`config.mk`:
```
export PLATFORM = sky130hd
export DESIGN_NAME = varredura_botoes
export DESIGN_NICKNAME = d
export VERILOG_FILES = /design/src/rtl/varredura_botoes.sv
export SDC_FILE = /design/constraint.sdc
export NUM_CORES = 1
export LEC_CHECK = 0
export ABC_AREA = 1
export CORE_AREA = 2 2 80 82
export DETAILED_ROUTE_END_ITERATION = 12
export DIE_AREA = 0 0 82 84
export PLACE_DENSITY = 0.93
export SYNTH_ARGS = -nofsm -noshare
export SYNTH_HDL_FRONTEND = slang
export SYNTH_SLANG_ARGS = --single-unit
```
`constraint.sdc`:
```
create_clock -name clk -period 6.3 [get_ports clk]
set_input_delay 0.945 -clock clk [delete_from_list [all_inputs] [get_ports clk]]
set_output_delay 0.945 -clock clk [all_outputs]
set_load 0.01 [all_outputs]
```
`src/rtl/varredura_botoes.sv`:
```
// Scans a 2x4 keypad one row at a time, debounces each key over whole scans and emits one-clock press pulses.
// Scan period 2*(SETTLE_CYCLES+1)+1 cycles; a press is accepted at the DEBOUNCE_SCANS-th UPDATE; no backpressure.
module varredura_botoes #(
    parameter int SETTLE_CYCLES  = 4,
    parameter int DEBOUNCE_SCANS = 3
) (
    input  logic       clk,
    input  logic       rst,
    input  logic       enable,
    input  logic [3:0] col_in,
    output logic [1:0] row_out,
    output logic [7:0] pulso,
    output logic [7:0] estado
);

    localparam logic [2:0] S_IDLE      = 3'd0;
    localparam logic [2:0] S_DRIVE_R0  = 3'd1;
    localparam logic [2:0] S_SAMPLE_R0 = 3'd2;
    localparam logic [2:0] S_DRIVE_R1  = 3'd3;
    localparam logic [2:0] S_SAMPLE_R1 = 3'd4;
    localparam logic [2:0] S_UPDATE    = 3'd5;

    localparam int            DW         = $clog2(SETTLE_CYCLES + 1);
    localparam logic [DW-1:0] DWELL_LAST = DW'(SETTLE_CYCLES - 1);
    localparam logic [3:0]    CNT_LAST   = 4'(DEBOUNCE_SCANS - 1);

    logic [3:0]    r_sync1;
    logic [3:0]    r_col_s;
    logic [2:0]    r_state;
    logic [DW-1:0] r_dwell;
    logic [7:0]    r_raw;
    logic [3:0]    r_cnt [0:7];
    logic [7:0]    r_estado;
    logic [7:0]    r_pulso;
    logic          w_dwell_done;
    logic          w_driving;

    assign w_dwell_done = (r_dwell == DWELL_LAST);
    assign w_driving    = (r_state == S_DRIVE_R0) || (r_state == S_DRIVE_R1);
    assign pulso        = r_pulso;
    assign estado       = r_estado;

    // Idle value of the synchronizer is "no column pulled low".
    always_ff @(posedge clk or posedge rst) begin
        if (rst) begin
            r_sync1 <= 4'b1111;
            r_col_s <= 4'b1111;
        end else begin
            r_sync1 <= col_in;
            r_col_s <= r_sync1;
        end
    end

    always_ff @(posedge clk or posedge rst) begin
        if (rst) begin
            r_state <= S_IDLE;
            r_dwell <= '0;
        end else begin
            if (w_driving && !w_dwell_done) begin
                r_dwell <= r_dwell + 1'b1;
            end else begin
                r_dwell <= '0;
            end
            case (r_state)
                S_IDLE:      if (enable) r_state <= S_DRIVE_R0;
                S_DRIVE_R0:  if (w_dwell_done) r_state <= S_SAMPLE_R0;
                S_SAMPLE_R0: r_state <= S_DRIVE_R1;
                S_DRIVE_R1:  if (w_dwell_done) r_state <= S_SAMPLE_R1;
                S_SAMPLE_R1: r_state <= S_UPDATE;
                S_UPDATE:    r_state <= enable ? S_DRIVE_R0 : S_IDLE;
                default:     r_state <= S_IDLE;
            endcase
        end
    end

    always_comb begin
        row_out = 2'b11;
        case (r_state)
            S_DRIVE_R0, S_SAMPLE_R0: row_out = 2'b10;
            S_DRIVE_R1, S_SAMPLE_R1: row_out = 2'b01;
            default:                 row_out = 2'b11;
        endcase
    end

    always_ff @(posedge clk or posedge rst) begin
        if (rst) begin
            r_raw <= '0;
        end else if (r_state == S_SAMPLE_R0) begin
            r_raw[3:0] <= ~r_col_s;
        end else if (r_state == S_SAMPLE_R1) begin
            r_raw[7:4] <= ~r_col_s;
        end
    end

    // A key must disagree with its debounced level for DEBOUNCE_SCANS consecutive scans.
    always_ff @(posedge clk or posedge rst) begin
        if (rst) begin
            r_estado <= '0;
            r_pulso  <= '0;
            for (int k = 0; k < 8; k++) r_cnt[k] <= '0;
        end else begin
            r_pulso <= '0;
            if (r_state == S_IDLE) begin
                for (int k = 0; k < 8; k++) r_cnt[k] <= '0;
            end else if (r_state == S_UPDATE) begin
                for (int k = 0; k < 8; k++) begin
                    if (r_raw[k] == r_estado[k]) begin
                        r_cnt[k] <= '0;
                    end else if (r_cnt[k] == CNT_LAST) begin
                        r_estado[k] <= r_raw[k];
                        r_pulso[k]  <= r_raw[k];
                        r_cnt[k]    <= '0;
                    end else begin
                        r_cnt[k] <= r_cnt[k] + 4'd1;
                    end
                end
            end
        end
    end

endmodule

```
* Word-level counts from Yosys, hierarchy flattened *
Cells that the tools add are included.
W data, S select, Z words.

storage, ports and cells
  bits in registers = 70
  input bits = 7
  output and inout bits = 18
  word-level logic and storage cells = 128

cells by class
  add/sub/neg operators = 9
  equal/unequal tests = 25
  mux-type cells = 43
  bitwise gates (word level) = 11
  reduce and logical (&&, ||, !) cells = 17

operator list
  kind                   count
  $mux W32               2
  $mux W4                16
  $add A4 B1 Y4 const B  8
  $eq A4 B2 Y1 const B   8
  $reduce_and A4 Y1      8
  $pmux W3 S6            1
  $mux W1                17
  $mux W8                2
  $mux W3                4
  $not A1 Y1             10
  $eq A3 B2 Y1 const B   3
  $eq A1 B1 Y1           8
  $eq A3 B3 Y1 const B   2
  $ne A2 B2 Y1 const B   3
  $not A4 Y4             1
  $pmux W2 S2            1
  $reduce_or A2 Y1       2
  $add A3 B1 Y3 const B  1
  $eq A3 B1 Y1 const B   1
  $logic_not A3 Y1       1
  $reduce_and A3 Y1      1
  $reduce_and A2 Y1      1
  $reduce_bool A2 Y1     1
  $logic_and A1 B1 Y1    1
  2 further kinds        2

* Longest topological paths before layout *
  depth in word-level cells = 5
  gate-level depth with buffers = 8
  mapped depth without buffers = 7

* Worst setup path before layout *
No wires, ideal clock.

  path type = flip-flop to output port
  start = register r_state[0]
  end = output row_out[1]
  arrival time = 0.908 ns
  required time = 5.355 ns
  slack = 4.447 ns
  cell stages (with the launch flop) = 5
  buffers on the path = 0
  path through = dfrtp_1 nor2_2 nand2_1 nand2_1 inv_1

on the way
  word-level cells in the longest chain between the ends = 3
  elaborated cells between the ends (all ways) = 7

ends and longest elaborated chain
  item                                  line  RTL
  from (decl)                           29    logic [2:0] r_state;
  from (signal assigned)                70    S_UPDATE: r_state <= enable ? S_DRIVE_R0 : S_IDLE;
  $eq A3 B2 Y1 (tied with other cells)  78    case (r_state)
  $reduce_or A2 Y1                      78
  $pmux W2 S2 (*)                       78
  to (decl)                             11    output logic [1:0] row_out,

Every way passes the cells marked *; elsewhere a longest branch is shown, timed or not.

* Worst setup path after layout *
  start = register r_state[1]
  end = output row_out[0]

The elaborated chain is that of the path after synthesis.

==> results.md <==
- Met3 Use GR: 4.113%
- Fin. Hold Viols: 0
- Critical Path End: row_out[0]
- Place WS: 3.794 ns
- Core Region: 6096 um^2
- Cts-stage hold buffer count: 0
- Utilization after layout: 68.16%
- Clock sinks: 70
- Final setup viols: 0
- WP data arrival: 1.98 ns
- DRC viols: 0
- Share of cells above drive strength 1: under 10%
- Initial antenna violation count: 0
- GR Layer Usage met2: 37.92%
- WP data required: about 5.4 ns
- Placed Cells incl. Taps: 549
- Skew-Pair Late Insertion Delay: 0.35 ns
- Synth area leaders: dfrtp_1 43%, nand2_1 15%, inv_1 6.3%, ha_1 6.2%, dfstp_2 5.8%
- Chip height: about 84 um
- Final non-filler cell total: 564
- Setup tns final: 0 ns
- Ports: 25
- Fillers: 449
- Diodes inserted: 0
- 1st-iter DRT viols: 297
- Gr usage total: 23.77%
- Initial cell density of the core: 59.87%
- Rel. slew slack: 42.89%
- Highest Clock Rate: 0.3416 GHz
- Pin count of the biggest net entering global routing: roughly 70
- Register area share after synthesis: 48.27%
- Leak: 2.182 nW
- Setup Buffers After CTS: 0
- Area leader, netlist: dfrtp_1
- Flop and latch count out of synthesis: 70
- Status: finished clean
- Critical Path Sink Type: primary output
- Post-synth top cells: 149 x nand2_1, 62 x dfrtp_1, 61 x inv_1, 52 x nor2_1, 37 x nand3_1
- Post-synth top area share: a little over two fifths
- Fin crit period: about 3 ns
- Reg-to-reg startpoint: r_state[2]
- Post_cts resized: 0
- Via count: between 2000 and 3000
- Final wirelength: 7387 um
- Most frequent cell after synthesis: nand2_1
- # Max-Cap Violations: 0
- Critical path class: flop to primary output
- R2r setup slk: 4.52 ns
- Clock-pin slew on the worst setup and hold paths: roughly 0.07 ns
- NumNets Final: around 510
- DRT antenna net count: 0
- Least-Margin Pin Slew: 0.8566 ns
- H-tree levels: 3
- Root Buffer Master: clkbuf_8
- Synth warn: 0
- Worst Clk Skew: 0.01041 ns
- Critical path startpoint category: flop
- Area growth syn-to-layout: 13.85%
- Total grt overflow: 0
- PD cells: 442.8 nW/um^2
- Met1 Track Usage GR: 31.25%
- Final worst slack: around 3.4 ns
- Library cells used by synthesis: 26
- CTS tree: yes
- Post-synth EDFFs: 0
- Buffers on Ports: 24
- DR pass1 iterations: 4
- Depth of the most critical reg-to-reg path: 6
- Post-synth net total: 481
- Inserted Clock Buffers: 9
- Pwr Total: between 1.5 and 2 mW
- Gr busiest metal: met2
- Synth Instances: between 400 and 500
- Final Max Tran Viols: 0
- Synthesized cell area: 3650 um^2
- Die width: 82 um
- Vias in the first global route: around 2900
- CP Max Fanout: 9
- Maximum VDD drop: 0.3681 mV
- Row cnt: 29
- Mean Syn Cell Area: 8.004 um^2
- Synth Flop Type: dfrtp_1
- Routed wire per std cell: 13.10 um
- Min-Delay Path Class: flop to flop
- Vias per std cell: 5.271
- CTS Buffer Depth: 2
- HPWL after detailed placement: 4842 um
- Global-route wire length before repair: 12610 um
- Die footprint: between 6000 and 7000 um^2
- RSZ-0062 raised after global routing: false
- Asr flop ratio synth: 100.0%
- Crit path launch: r_state[1]
- Worst flop-to-flop path endpoint: r_cnt[4]
- Period Utilization, post-route: 46.47%
- GPL Wtd Cong: 0.7932
==> per-layer routing <==
metal,vias to the layer above,part of all wire [%]
met4,0,1.8
met1,1401,41
li1,1476,-
met5,-,0
met3,16,5.4
met2,80,52
==> power breakdown <==
group	internal (mW)	switching [mW]	leakage [nW]	total, mW
clock	0.293	0.164	0.129	0.457
sequential	0.553	0.121	0.920	0.675
combinational	0.241	0.467	1.13	0.708
total	1.09	0.752	2.18	1.84
==> kinds of logic (layout without fill, tap and decap cells) <==
family / after synthesis / count (layout) / share of synthesized area (%)
XOR/XNOR: 10 / 10 / 2.400
adder cells (fa/ha/maj): 18 / 18 / 6.171
AO/OA/AOI/OAI: 31 / 31 / 4.422
buffers and inverters: 72 / 103 / 9.119
flip-flops: 70 / 70 / 48.27
AND/OR/NAND/NOR: 255 / 255 / 29.62
==> cell usage in the layout (no fill, tap or decap), types with 2 or more instances in the layout <==
cell type,n
a21oi_1,4
bufinv_16,3
clkbuf_8,12
clkdlybuf4s50_1,24
dfrtp_1,62
dfstp_2,8
ha_1,18
inv_1,60
inv_2,2
nand2_1,149
nand3_1,37
nand4_1,11
nor2_1,52
o21ai_0,18
o21ai_1,7
xnor2_1,5
xor2_1,5
==> critical path, stage by stage (launching register included) <==
cell             delay (ns)
dfrtp_1                0.42
inv_1                  0.16
nor2_1                 0.08
nand2_1                0.23
nand2_1                0.10
inv_1                  0.10
clkdlybuf4s50_1        0.55
==> how the worst min path moves through the flow <==
stage                     cells past startpoint        from         end  slack [ns]
final                                         0  r_sync1[1]  r_col_s[1]        0.36
after global routing                          0  r_sync1[1]  r_col_s[1]        0.36
after floorplan                               0  r_sync1[0]  r_col_s[0]        0.35
after detailed placement                      0  r_sync1[2]  r_col_s[2]        0.35
after CTS                                     0  r_sync1[1]  r_col_s[1]        0.36
after global placement                        0  r_sync1[3]  r_col_s[3]        0.35
==> cell type report <==
| type | instances | area, um^2 | area share [%] |
|---|---|---|---|
| sequential | 70 | 1762 | 42.40 |
| multi-input combinational | 314 | 1555 | 37.43 |
| timing repair buffer | 25 | 247.7 | 5.962 |
| inverter | 63 | 239.0 | 5.751 |
| clock buffer | 12 | 165.2 | 3.975 |
| tap | 77 | 96.34 | 2.319 |
| clock inverter | 3 | 90.09 | 2.168 |
==> stage by stage <==
stage	hold slack (ns)	cell area (um^2)
3_3_place_gp	0.3465	3900
4_1_cts	0.3605	4155
5_1_grt	0.3612	4155
3_5_place_dp	0.3493	3900
2_1_floorplan	0.3452	3650
6_report	0.3581	4155
==> flip-flops by register name, summed over array words and instances, names as in the netlist <==
signal	count
r_cnt	32
r_state	3
r_sync1	4
pulso	8
r_raw	8
r_col_s	4
r_dwell	3
estado	8
(Power assumes the default switching activity.)
